## src/rtl/sm_color_sensor_emulator.sv

```systemverilog
// sm_color_sensor_emulator: TCS3200 colour-sensor transmitter emulation.
// Decodes S0..S3, produces a square wave whose half-period is the stored
// per-filter table entry times the frequency-scale factor (1/5/50).
// The half-period table can be rewritten at run time through cfg_*.
// Optional build macro SM_EMU_JITTER_EN: adds 0..7 cycles of LFSR jitter
// to every half-period (both halves of one period share the same value).
module sm_color_sensor_emulator #(
  parameter int unsigned DEF_RED   = 235,
  parameter int unsigned DEF_BLUE  = 420,
  parameter int unsigned DEF_GREEN = 260,
  parameter int unsigned DEF_CLEAR = 127
) (
  input  logic        clk_50M,
  input  logic        reset,
  input  logic        S0,
  input  logic        S1,
  input  logic        S2,
  input  logic        S3,
  input  logic        cfg_wr,
  input  logic [1:0]  cfg_sel,
  input  logic [20:0] cfg_data,
  output logic        out,
  output logic        active,
  output logic [1:0]  cur_filter
);

  typedef enum logic [1:0] {OFF = 2'd0, HIGH = 2'd1, LOW = 2'd2} state_e;

  state_e           state_q;
  logic [26:0]      hc_q;
  logic [26:0]      hp_q;
  logic [3:0][20:0] tbl_q;
  logic             out_q;
  logic             active_q;
  logic [1:0]       filt_q;

  logic             pd;
  logic [1:0]       filt_sel;
  logic [5:0]       scale_k;
  logic [26:0]      hp_base;
  logic [26:0]      hp_new;
  logic             latch;

  // Decode power-down, scale factor and filter index from the select pins
  always_comb begin
    pd       = ({S0, S1} == 2'b00);
    scale_k  = 6'd0;
    filt_sel = 2'd0;
    case ({S0, S1})
      2'b01:   scale_k = 6'd50;
      2'b10:   scale_k = 6'd5;
      2'b11:   scale_k = 6'd1;
      default: scale_k = 6'd0;
    endcase
    case ({S2, S3})
      2'b00:   filt_sel = 2'd0;  // red
      2'b01:   filt_sel = 2'd1;  // blue
      2'b11:   filt_sel = 2'd2;  // green
      default: filt_sel = 2'd3;  // clear
    endcase
  end

  // 21-bit entry times at most 50 fits in 27 bits, so no overflow handling
  assign hp_base = 27'(tbl_q[filt_sel]) * 27'(scale_k);

  // A new period starts on every entry to HIGH: from OFF, or at the end of LOW
  assign latch = !pd && ((state_q == OFF) || ((state_q == LOW) && (hc_q == 27'd0)));

`ifdef SM_EMU_JITTER_EN
  logic [15:0] lfsr_q;
  logic        lfsr_fb;

  // Taps for x^16+x^14+x^13+x^11+1, shifting toward the MSB
  assign lfsr_fb = lfsr_q[15] ^ lfsr_q[13] ^ lfsr_q[12] ^ lfsr_q[10];
  // Jitter uses the value held before this latch's step
  assign hp_new  = hp_base + 27'(lfsr_q[2:0]);

  // LFSR advances once per latch so the jitter sequence is reproducible
  always_ff @(posedge clk_50M) begin
    if (reset)      lfsr_q <= 16'hACE1;
    else if (latch) lfsr_q <= {lfsr_q[14:0], lfsr_fb};
  end
`else
  assign hp_new = hp_base;
`endif

  // Half-period table; a write on the latch cycle is seen only by later latches
  always_ff @(posedge clk_50M) begin
    if (reset) begin
      tbl_q[0] <= 21'(DEF_RED);
      tbl_q[1] <= 21'(DEF_BLUE);
      tbl_q[2] <= 21'(DEF_GREEN);
      tbl_q[3] <= 21'(DEF_CLEAR);
    end else if (cfg_wr) begin
      tbl_q[cfg_sel] <= (cfg_data == 21'd0) ? 21'd1 : cfg_data;
    end
  end

  // Waveform FSM with registered out/active/cur_filter
  always_ff @(posedge clk_50M) begin
    if (reset) begin
      state_q  <= OFF;
      out_q    <= 1'b0;
      active_q <= 1'b0;
      filt_q   <= 2'd0;
      hc_q     <= 27'd0;
      hp_q     <= 27'd0;
    end else if (pd) begin
      // Power-down aborts any period immediately
      state_q  <= OFF;
      out_q    <= 1'b0;
      active_q <= 1'b0;
    end else if (latch) begin
      state_q  <= HIGH;
      out_q    <= 1'b1;
      active_q <= 1'b1;
      filt_q   <= filt_sel;
      hp_q     <= hp_new;
      hc_q     <= hp_new - 27'd1;
    end else begin
      case (state_q)
        HIGH: begin
          if (hc_q == 27'd0) begin
            state_q <= LOW;
            out_q   <= 1'b0;
            hc_q    <= hp_q - 27'd1;
          end else begin
            hc_q    <= hc_q - 27'd1;
          end
        end
        LOW: begin
          hc_q <= hc_q - 27'd1;
        end
        default: begin
          state_q  <= OFF;
          out_q    <= 1'b0;
          active_q <= 1'b0;
        end
      endcase
    end
  end

  assign out        = out_q;
  assign active     = active_q;
  assign cur_filter = filt_q;

endmodule
```

## config.mk

```make
export PLATFORM = sky130hd
export DESIGN_NAME = sm_color_sensor_emulator
export DESIGN_NICKNAME = d
export VERILOG_FILES = /design/src/rtl/sm_color_sensor_emulator.sv
export SDC_FILE = /design/constraint.sdc
export NUM_CORES = 1
export LEC_CHECK = 0
export BUFFER_PORTS_ARGS = -buffer_cell sky130_fd_sc_hd__buf_2
export CAP_MARGIN = 30
export CORE_UTILIZATION = 60
export CTS_CLUSTER_SIZE = 30
export DETAILED_ROUTE_END_ITERATION = 7
export GPL_ROUTABILITY_DRIVEN = 0
export MAX_ROUTING_LAYER = met4
export PLACE_DENSITY = 0.77
export RECOVER_POWER = 100
export SKIP_CTS_REPAIR_TIMING = 1
export SLEW_MARGIN = 20
export SYNTH_ARGS = -nofsm -noshare
export SYNTH_HDL_FRONTEND = slang
export SYNTH_SLANG_ARGS = --single-unit
```

## constraint.sdc

```tcl
create_clock -name clk_50M -period 9.5 [get_ports clk_50M]
set_input_delay 0.95 -clock clk_50M [delete_from_list [all_inputs] [get_ports clk_50M]]
set_output_delay 0.95 -clock clk_50M [all_outputs]
set_load 0.1 [all_outputs]
```

==> impl_metrics.env, run 1 <==
export IMPL_crit_path_max_incr_delay_ps=820
export IMPL_synthArstFlopShare=0
export IMPL_power_leakage_nw=4.95
export IMPL_grt_usage=0.297
export IMPL_synth_seq_cells=143
export IMPL_yosys_top_cells_area="dfxtp_1 (26%), nand2_1 (10%), fa_1 (8.8%)"
export IMPL_hold_violations=0
export IMPL_remaining_drc_errors=0
export IMPL_overflow=0
export IMPL_cp_cell_sequence="buf_2 > inv_1 > ha_1 > clkbuf_1 > mux4_2 > and2_0 > inv_1 > fa_1 > inv_1 > fa_1 > inv_1 > fa_1 > inv_1 > ha_1 > nand2_1 > a211oi_1 > nor2_1 > xnor2_1 > nor4_1 > or3b_1 > or3b_1 > xnor2_2 > a22oi_1 > a211oi_2"
export IMPL_root_buffer="clkbuf_16"
export IMPL_grt_pass1_wl_mm=43.3
export IMPL_use_met3=0.0471
export IMPL_rows=49
export IMPL_htree_levels=4
export IMPL_use_met1=0.361
export IMPL_grtUsageMet2=0.498
export IMPL_cap_violations=2
export IMPL_cp_required_ps=9670
export IMPL_finalMaxSlewViolations=148
export IMPL_grt_max_degree=75
export IMPL_critPathLaunchType="primary input"
export IMPL_yosysSeqAreaShare=0.258
export IMPL_clock_path_buffers=2
export IMPL_max_slew_margin=-1.12
export IMPL_synth_edf_count=0
export IMPL_fmax_ghz=0.131
export IMPL_skew_ps=14.5
export IMPL_crit_path_top_delay_cell="nor4_1"
export IMPL_start_util=0.615
export IMPL_antenna_found_initial=2
export IMPL_dieArea_um2=19000
export IMPL_timing_hold_ws_ps=455
export IMPL_cp_top_family="simple AND/OR/NAND/NOR gates"
export IMPL_critPathArrivalTime_ps=7830
export IMPL_dpl_cell_count=1618
export IMPL_io_buffers=33
export IMPL_finalInstanceArea_um2=11900
export IMPL_vias_per_cell=5.86
export IMPL_drive_gt1_frac=0.0753
export IMPL_crit_top_cell="inv_1"
export IMPL_crit_buf_inv=7
export IMPL_post_drt_wl_per_cell_um=16.0
export IMPL_synth_top_area_share=0.258
export IMPL_placed_area_um2=11400
export IMPL_fin_crit_ps=7650
export IMPL_ys_warn_count=0
export IMPL_die_x_um=138
export IMPL_rsz0062_at_grt="false"
export IMPL_die_y_um=138
export IMPL_ioPinCount=34
export IMPL_numCtsBuffers=17
export IMPL_top_usage_layer="met2"
export IMPL_final_cell_mix="nand2_1 (295), dfxtp_1 (143), a21oi_1 (133)"
export IMPL_first_iter_violations=572
export IMPL_num_vias=9680
export IMPL_worstReg2RegStart="tbl_q[28]"
export IMPL_place_hpwl_mm=19.5
export IMPL_finalSetupViolations=0
export IMPL_routed_wl_mm=26.4
export IMPL_tns_ps=0
export IMPL_fin_nets=1549
export IMPL_crit_start="S3"
export IMPL_yosys_cell_types_count=74
export IMPL_crit_fanout=13
export IMPL_yosysTopAreaCell="dfxtp_1"
export IMPL_min_from="tbl_q[60]"
export IMPL_end_kind="flop"
export IMPL_syn_num_nets=1563
export IMPL_violations="capacitance limit, slew limit"
export IMPL_tightest_slew_ps=3190
export IMPL_ir_drop_mv=0.173
export IMPL_grt_pass1_vias=9057
export IMPL_power_density_nw_per_um2=175
export IMPL_final_common_cell="nand2_1"
export IMPL_core_area_um2=18000
export IMPL_post_route_period_util=0.806
export IMPL_clock_sinks=143
export IMPL_dr_pass1_iters=7
export IMPL_worst_setup_path_type="in -> reg"
export IMPL_syn_to_final_growth_pct=7.25
export IMPL_ant_nets=0
export IMPL_synth_cells=1422
export IMPL_syn_area_um2=11100
export IMPL_outcome="complete, but fails checks"
export IMPL_ys_dominant_reg_cell="dfxtp_1"
export IMPL_hold_path_class="reg -> reg"
export IMPL_clk_latency_ps=440
export IMPL_instances_no_fill=1652
export IMPL_syn_area_per_cell_um2=7.80
export IMPL_path_clk_slew_ps=70
export IMPL_cts_tree="done"
[state kept, by name (all words and copies together), names as in the netlist]
register    cells
active          1
cur_filter      2
hc_q           27
hp_q           27
state_q         2
tbl_q          84
[worst paths after layout]
check | endpoint | cells past startpoint | slack [ps]
max | hc_q[19] | 24 | 1850
min | tbl_q[60] | 2 | 450
max reg2reg | hc_q[19] | 20 | 3320
min reg2reg | tbl_q[60] | 2 | 450
[power breakdown]
group | leakage [nW] | internal (mW) | switching, mW
registers | 1.17 | 0.647 | 0.0454
logic | 3.50 | 0.288 | 0.449
clock network | 0.279 | 0.349 | 0.301
total | 4.95 | 1.28 | 0.796
[kinds of logic after synthesis]
| group | count (synthesis) | synth area share |
|---|---|---|
| AOI/OAI and AO/OA | 269 | 0.149 |
| xor gates and xnor gates | 83 | 0.0662 |
| adders and majority gates | 111 | 0.158 |
| buffers and inverters | 193 | 0.0668 |
| DFF | 143 | 0.258 |
| muxes | 23 | 0.0444 |
| and+or+nand+nor | 600 | 0.257 |
[metal layers]
layer,vias to the layer above,part of all wire
li1,4804,-
met1,4549,0.44
met2,279,0.48
met3,48,0.055
met4,0,0.022
met5,-,0
[synth_stat cells, drive strengths merged, types with 3 or more instances]
master	n
a21o	8
o211ai	11
nor3b	6
xor2	34
nand2b	9
and2	32
nor4b	3
nand3	20
dfxtp	143
inv	112
o22ai	6
xnor2	49
and4	4
o31ai	4
a21oi	134
or4	9
buf	12
nand2	295
a211o	6
o21a	6
ha	62
a31oi	4
nor2b	6
nor2	98
o21ai	32
nand3b	23
fa	49
nand4	4
a211oi	32
or2	5
nor3	36
or3	8
clkbuf	69
and3	11
a311oi	6
mux4	21
nor4	20
or3b	4
a21boi	3
[worst reg2reg max path: cells and delay by family, from the launching register on]
| kind | cells | cell delay (ps) |
|---|---|---|
| AND/OR/NAND/NOR | 6 | 2190 |
| adder cells (fa/ha/maj) | 4 | 1870 |
| AO/OA/AOI/OAI | 3 | 690 |
| XOR/XNOR | 2 | 360 |
| flip-flops | 1 | 340 |
| multiplexers | 1 | 260 |
| buffers and inverters | 4 | 210 |
[cell type report]
cell class | count | area [µm²]
multi-input combinational | 1086 | 7480
fill | 1555 | 6130
sequential | 143 | 2860
clock buffer | 18 | 429
inverter | 112 | 420
tap | 229 | 287
timing repair buffer | 48 | 274
clock inverter | 14 | 141
antenna | 2 | 5.00
[stage by stage]
stage                     setup slack, ps  power, mW  utilization
final                                1850       2.08        0.660
after global routing                 1240       2.20        0.660
after CTS                            2550       2.08        0.662
after detailed placement             2090       1.44        0.631
after global placement               1640       1.42        0.628
after floorplan                      2400       1.28            -
Note: power is estimated with default switching activity, not from simulation.
==> run 2, diff against run 1 <==
--- a/config.mk
+++ b/config.mk
@@ -5,6 +5,7 @@
 export SDC_FILE = /design/constraint.sdc
 export NUM_CORES = 1
 export LEC_CHECK = 0
+export ABC_AREA = 1
 export BUFFER_PORTS_ARGS = -buffer_cell sky130_fd_sc_hd__buf_2
 export CAP_MARGIN = 30
 export CORE_UTILIZATION = 60
==> constraint.sdc (replaced) <==
create_clock -name clk_50M -period 8 [get_ports clk_50M]
set_input_delay 0.8 -clock clk_50M [delete_from_list [all_inputs] [get_ports clk_50M]]
set_output_delay 0.8 -clock clk_50M [all_outputs]
set_load 0.1 [all_outputs]
==> run 2 against run 1 <==
The run still ends with capacitance limit, slew limit left. Synthesized cell count increased by 29%. Via count increased by 22%. Count of clock-buffer cells in the layout grew 2. First-iteration DRC count increased by 70%. Cell count is 27% higher. Cell area increased by 6.2%. Worst setup slack lost 540 ps. Highest routed layer unchanged.
==> impl_metrics.env, run 2 <==
export IMPL_yosysSeqAreaShare=0.242
export IMPL_hold_path_class="reg -> reg"
export IMPL_largest_register_ffs=84
export IMPL_syn_num_nets=1975
export IMPL_hold_violations=0
export IMPL_synth_edf_count=0
export IMPL_yosysMostFrequentCell="nand2_1"
export IMPL_skew_ps=11.6
export IMPL_cts_tree="done"
export IMPL_final_common_cell="nand2_1"
export IMPL_finalSetupViolations=0
export IMPL_antennaDiodeCount=0
export IMPL_clock_path_buffers=2
export IMPL_power_leakage_nw=6.25
export IMPL_end_kind="flop"
export IMPL_critPathArrivalTime_ps=7030
export IMPL_largest_registers="tbl_q x84, hc_q x27, hp_q x27"
export IMPL_drive_gt1_frac=0.0478
export IMPL_ys_dominant_reg_cell="dfxtp_1"
export IMPL_first_iter_violations=970
export IMPL_fin_nets=1970
export IMPL_crit_start="S2"
export IMPL_num_vias=11800
export IMPL_synthArstFlopShare=0
export IMPL_cp_required_ps=8330
export IMPL_post_route_period_util=0.837
export IMPL_rows=51
export IMPL_max_slew_margin=-0.869
export IMPL_instances_no_fill=2106
export IMPL_place_hpwl_mm=24.4
export IMPL_die_y_um=143
export IMPL_min_from="tbl_q[65]"
export IMPL_start_util=0.611
export IMPL_top_usage_layer="met2"
export IMPL_use_met1=0.445
export IMPL_syn_area_per_cell_um2=6.46
export IMPL_syn_to_final_growth_pct=6.63
export IMPL_outcome="complete, but fails checks"
export IMPL_remaining_drc_errors=0
export IMPL_tightest_slew_ps=2800
export IMPL_dieArea_um2=20300
export IMPL_critPathLaunchType="primary input"
export IMPL_tns_ps=0
export IMPL_ir_drop_mv=0.169
export IMPL_ys_warn_count=0
export IMPL_rsz0062_at_grt="false"
export IMPL_largest_register="tbl_q"
export IMPL_grt_usage=0.347
export IMPL_path_clk_slew_ps=60
export IMPL_grt_pass1_wl_mm=54.0
export IMPL_synth_cells=1834
export IMPL_dpl_cell_count=2075
export IMPL_overflow=0
export IMPL_finalMaxSlewViolations=256
export IMPL_syn_area_um2=11800
export IMPL_io_buffers=33
export IMPL_clk_latency_ps=440
export IMPL_die_x_um=143
export IMPL_placed_area_um2=12200
export IMPL_ant_nets=0
export IMPL_yosysTopAreaCell="dfxtp_1"
export IMPL_root_buffer="clkbuf_16"
export IMPL_grt_max_degree=74
export IMPL_ioPinCount=34
export IMPL_clock_sinks=143
export IMPL_finalInstanceArea_um2=12600
export IMPL_routed_wl_mm=32.5
export IMPL_yosys_top_cells_area="dfxtp_1 (24%), nand2_1 (13%), inv_1 (9.1%)"
export IMPL_htree_levels=4
export IMPL_core_area_um2=19400
export IMPL_cap_violations=5
export IMPL_crit_fanout=42
export IMPL_synth_seq_cells=143
export IMPL_synth_common_cells="nand2_1 (425), inv_1 (288), nor2_1 (197)"
export IMPL_grtUsageMet2=0.546
export IMPL_worstReg2RegStart="hc_q[0]"
export IMPL_yosys_cell_types_count=49
export IMPL_fin_crit_ps=6690
export IMPL_grt_pass1_vias=11000
export IMPL_fmax_ghz=0.149
export IMPL_power_density_nw_per_um2=223
export IMPL_antenna_found_initial=0
export IMPL_timing_hold_ws_ps=461
export IMPL_vias_per_cell=5.59
export IMPL_numCtsBuffers=17
export IMPL_use_met3=0.0589
export IMPL_dr_pass1_iters=6
export IMPL_post_route_util=0.651
export IMPL_violations="capacitance limit, slew limit"
export IMPL_final_cell_mix="nand2_1 (426), inv_1 (289), nor2_1 (200)"
export IMPL_worst_setup_path_type="in -> reg"
export IMPL_synth_top_area_share=0.242
export IMPL_post_drt_wl_per_cell_um=15.4
[run 2: cell types whose count changed after synthesis, moves of 30 or more]
| cell | previous run | this run |
|---|---|---|
| inv_1 | 112 | 288 |
| nand2_1 | 295 | 425 |
| nand3_1 | 20 | 132 |
| o21ai_0 | 31 | 138 |
| nor2_1 | 97 | 197 |
| xnor2_1 | 48 | 12 |
| a211oi_1 | 30 | 0 |
| and2_1 | 31 | 1 |
[run 2: layout make-up]
type	count	area [µm²]
Multi-Input combinational cell	1328	7530
Fill cell	1809	6770
Sequential cell	143	2860
Inverter	297	1120
Clock buffer	20	457
Tap cell	265	332
Timing Repair Buffer	42	201
Clock inverter	11	130
[run 2: final timing paths]
check | slack (ps) | endpoint | depth (start not counted)
worst max register to register | 2580 | hc_q[7] | 16
worst max-delay path | 1310 | hc_q[22] | 28
worst min-delay path | 460 | tbl_q[65] | 2
worst min register to register | 460 | tbl_q[65] | 2
[run 2: per-layer routing]
layer	routed length, µm	vias up
li1	-	5848
met1	14400	5415
met2	14600	434
met3	2430	69
met4	1070	0
met5	0	-
[run 2: cells by family (layout without fill, tap and decap cells)]
| kind of cell | count (synthesis) | count (layout) | share of synthesized area |
|---|---|---|---|
| AO/OA/AOI/OAI | 335 | 335 | 0.156 |
| AND/OR/NAND/NOR | 831 | 831 | 0.298 |
| XOR/XNOR | 51 | 51 | 0.0377 |
| flip-flops | 143 | 143 | 0.242 |
| buffers and inverters | 363 | 370 | 0.118 |
| adder cells (fa/ha/maj) | 111 | 111 | 0.148 |
[run 2: per-stage QoR]
| step | setup slack [ps] | power (mW) |
|---|---|---|
| finish | 1310 | 2.82 |
| global route | 879 | 3.02 |
| CTS | 2020 | 2.82 |
| detailed placement | 1570 | 2.01 |
| global placement | 1620 | 1.99 |
| floorplan | 2280 | 1.75 |
[run 2: where the power goes]
part,internal [mW],switching (mW)
Sequential,0.784,0.0632
Clock,0.477,0.337
Combinational,0.370,0.793
Total,1.63,1.19
[run 2: worst max-delay path, cell delays in order]
cell     delay, ps
buf_2          110
ha_1           300
inv_1          970
nand2_1        180
a32o_1         340
nor2_1         230
inv_1          100
fa_1           480
inv_1           50
fa_1           520
inv_1           50
fa_1           470
inv_1           40
ha_1           350
nand2_1        180
inv_1           70
a21oi_1        180
nand2_1        130
nand2_1         70
nand2_1         60
inv_1          130
nand2_1         70
nor2_1         350
nand3_1        240
o21ai_0        300
nand3_1        110
nand2_1         70
inv_1           40
==> run 3, diff against run 2 <==
--- a/config.mk
+++ b/config.mk
@@ -8,12 +8,12 @@
 export ABC_AREA = 1
 export BUFFER_PORTS_ARGS = -buffer_cell sky130_fd_sc_hd__buf_2
 export CAP_MARGIN = 30
-export CORE_UTILIZATION = 60
+export CORE_UTILIZATION = 58
 export CTS_CLUSTER_SIZE = 30
 export DETAILED_ROUTE_END_ITERATION = 7
 export GPL_ROUTABILITY_DRIVEN = 0
 export MAX_ROUTING_LAYER = met4
-export PLACE_DENSITY = 0.77
+export PLACE_DENSITY = 0.78
 export RECOVER_POWER = 100
 export SKIP_CTS_REPAIR_TIMING = 1
 export SLEW_MARGIN = 20
==> constraint.sdc (replaced) <==
create_clock -name clk_50M -period 5.5 [get_ports clk_50M]
set_input_delay 0.55 -clock clk_50M [delete_from_list [all_inputs] [get_ports clk_50M]]
set_output_delay 0.55 -clock clk_50M [all_outputs]
set_load 0.1 [all_outputs]
==> run 3 against run 2 <==
The run still ends with capacitance limit, slew limit left. Hold slack got worse by 59 ps. Count of clock-buffer cells in the layout shrank 2. Worst setup slack got worse by 1000 ps. Largest cell class unchanged. Sequential power grew 45%. Cell area up 7.5%.
==> impl_metrics.env, run 3 (synthesized netlist as in run 2, its figures left out) <==
export IMPL_drive_gt1_frac=0.108
export IMPL_htree_levels=4
export IMPL_largest_registers="tbl_q x84, hc_q x27, hp_q x27"
export IMPL_n_fill_cell=1717
export IMPL_hold_path_class="in -> reg"
export IMPL_power_leakage_nw=6.83
export IMPL_worst_setup_path_type="in -> reg"
export IMPL_grt_usage=0.340
export IMPL_fin_nets=2082
export IMPL_critPathLaunchType="primary input"
export IMPL_worstReg2RegStart="hc_q[0]"
export IMPL_largest_register_ffs=84
export IMPL_crit_top_cell="nand2_1"
export IMPL_cts_tree="done"
export IMPL_crit_buf_inv=7
export IMPL_numCtsBuffers=17
export IMPL_finalSetupViolations=0
export IMPL_post_route_period_util=0.948
export IMPL_placed_area_um2=13000
export IMPL_first_iter_violations=1168
export IMPL_num_vias=12400
export IMPL_start_util=0.601
export IMPL_final_common_cell="nand2_1"
export IMPL_clock_sinks=143
export IMPL_dieArea_um2=21000
export IMPL_post_drt_wl_per_cell_um=15.2
export IMPL_cp_top_family="adder cells"
export IMPL_skew_ps=21.3
export IMPL_r2r_slack_ps=580
export IMPL_violations="capacitance limit, slew limit"
export IMPL_die_x_um=145
export IMPL_crit_path_max_incr_delay_ps=530
export IMPL_rr_endpoint="hc_q[6]"
export IMPL_grt_max_degree=91
export IMPL_hold_path_cell_count=3
export IMPL_routed_wl_mm=33.8
export IMPL_clk_latency_ps=440
export IMPL_path_clk_slew_ps=60
export IMPL_ant_nets=0
export IMPL_power_density_nw_per_um2=328
export IMPL_reg2reg_depth=15
export IMPL_overflow=0
export IMPL_dr_pass1_iters=7
export IMPL_place_hpwl_mm=25.5
export IMPL_largest_register="tbl_q"
export IMPL_crit_fanout=10
export IMPL_finalMaxSlewViolations=170
export IMPL_tightest_slew_ps=2170
export IMPL_rows=51
export IMPL_power_mw=4.45
export IMPL_crit_path_top_delay_cell="fa_1"
export IMPL_finalInstanceArea_um2=13600
export IMPL_vias_per_cell=5.60
export IMPL_clock_path_buffers=2
export IMPL_ioPinCount=34
export IMPL_io_buffers=33
export IMPL_final_cell_mix="nand2_1 (426), inv_1 (288), nor2_1 (197)"
export IMPL_end_kind="flop"
export IMPL_root_buffer="clkbuf_16"
export IMPL_die_y_um=145
export IMPL_remaining_drc_errors=0
export IMPL_grt_pass1_wl_mm=56.9
export IMPL_syn_to_final_growth_pct=14.6
export IMPL_outcome="complete, but fails checks"
export IMPL_fin_crit_ps=5220
export IMPL_fmax_ghz=0.192
export IMPL_cp_required_ps=5800
export IMPL_grt_pass1_vias=12100
export IMPL_critPathArrivalTime_ps=5510
export IMPL_ir_drop_mv=0.247
export IMPL_worstHoldEndpoint="tbl_q[44]"
export IMPL_core_area_um2=19700
export IMPL_max_slew_margin=-0.449
export IMPL_hold_violations=0
export IMPL_cap_violations=4
export IMPL_antenna_found_initial=0
export IMPL_min_from="cfg_data[2]"
export IMPL_antennaDiodeCount=0
[run 3: cell types whose count changed in the layout (fill, tap and decap cells not counted), moves of 3 or more]
cell      delta
clkbuf_4     +7
a211oi_2     +3
a211oi_1     -3
buf_4      +101
nor2_1       -3
inv_8        +3
nor2_2       +3
[run 3: worst register-to-register path, cell delays in order (launching register included)]
cell	delay, ps
dfxtp_1	480
inv_1	80
ha_1	250
nand2_1	110
nor2_1	130
clkinv_1	120
nor2_4	50
nand2_1	260
o21ai_0	340
o21ai_4	160
clkinvlp_2	1130
nor2_1	1110
inv_1	250
nor2_1	150
nor2_1	60
a211oi_2	140
[run 3: metal layers]
layer  GRT usage  share of wire  routed length [µm]  vias up
met5           -              0                   0        -
met1       0.418           0.43               14500     5726
met3      0.0553          0.076                2560       91
li1            -              -                   -     6071
met4       0.164          0.036                1230        0
met2       0.542           0.46               15500      535
[run 3: power by group]
| part | total, mW | switching (mW) | internal [mW] | leakage [nW] |
|---|---|---|---|---|
| sequential | 1.23 | 0.0917 | 1.14 | 1.18 |
| combinational | 1.99 | 1.23 | 0.759 | 5.36 |
| clock | 1.24 | 0.512 | 0.725 | 0.289 |
[run 3: how the worst max path moves through the flow]
stage / start / end / slack, ps / cells past startpoint
after floorplan: S3 / hc_q[26] / 30 / 34
after global placement: S3 / hc_q[16] / -130 / 28
after detailed placement: S3 / hc_q[16] / -270 / 27
after CTS: S3 / hc_q[16] / 160 / 27
after global routing: S3 / hc_q[24] / -10 / 30
final: S3 / hc_q[16] / 280 / 27
[run 3: through the flow]
step	hold WS, ps	setup TNS [ps]	utilization	setup slack (ps)	cells
final	402	0	0.689	285	2218
after global routing	419	-12.3	0.689	-12.3	2218
after CTS	388	0	0.691	163	2218
after detailed placement	444	-1750	0.660	-270	2187
after global placement	444	-544	0.660	-135	2187
after floorplan	429	0	-	28.7	1834
[run 3: final cells by class]
class,instances,area (µm²),share of cell area
inverters,297,1120,0.0822
multi-input cells,1328,7590,0.559
clock buffers,18,429,0.0316
well taps,265,332,0.0244
repair buffers,154,1070,0.0787
clock inverters,13,181,0.0134
flip-flops and latches,143,2860,0.211
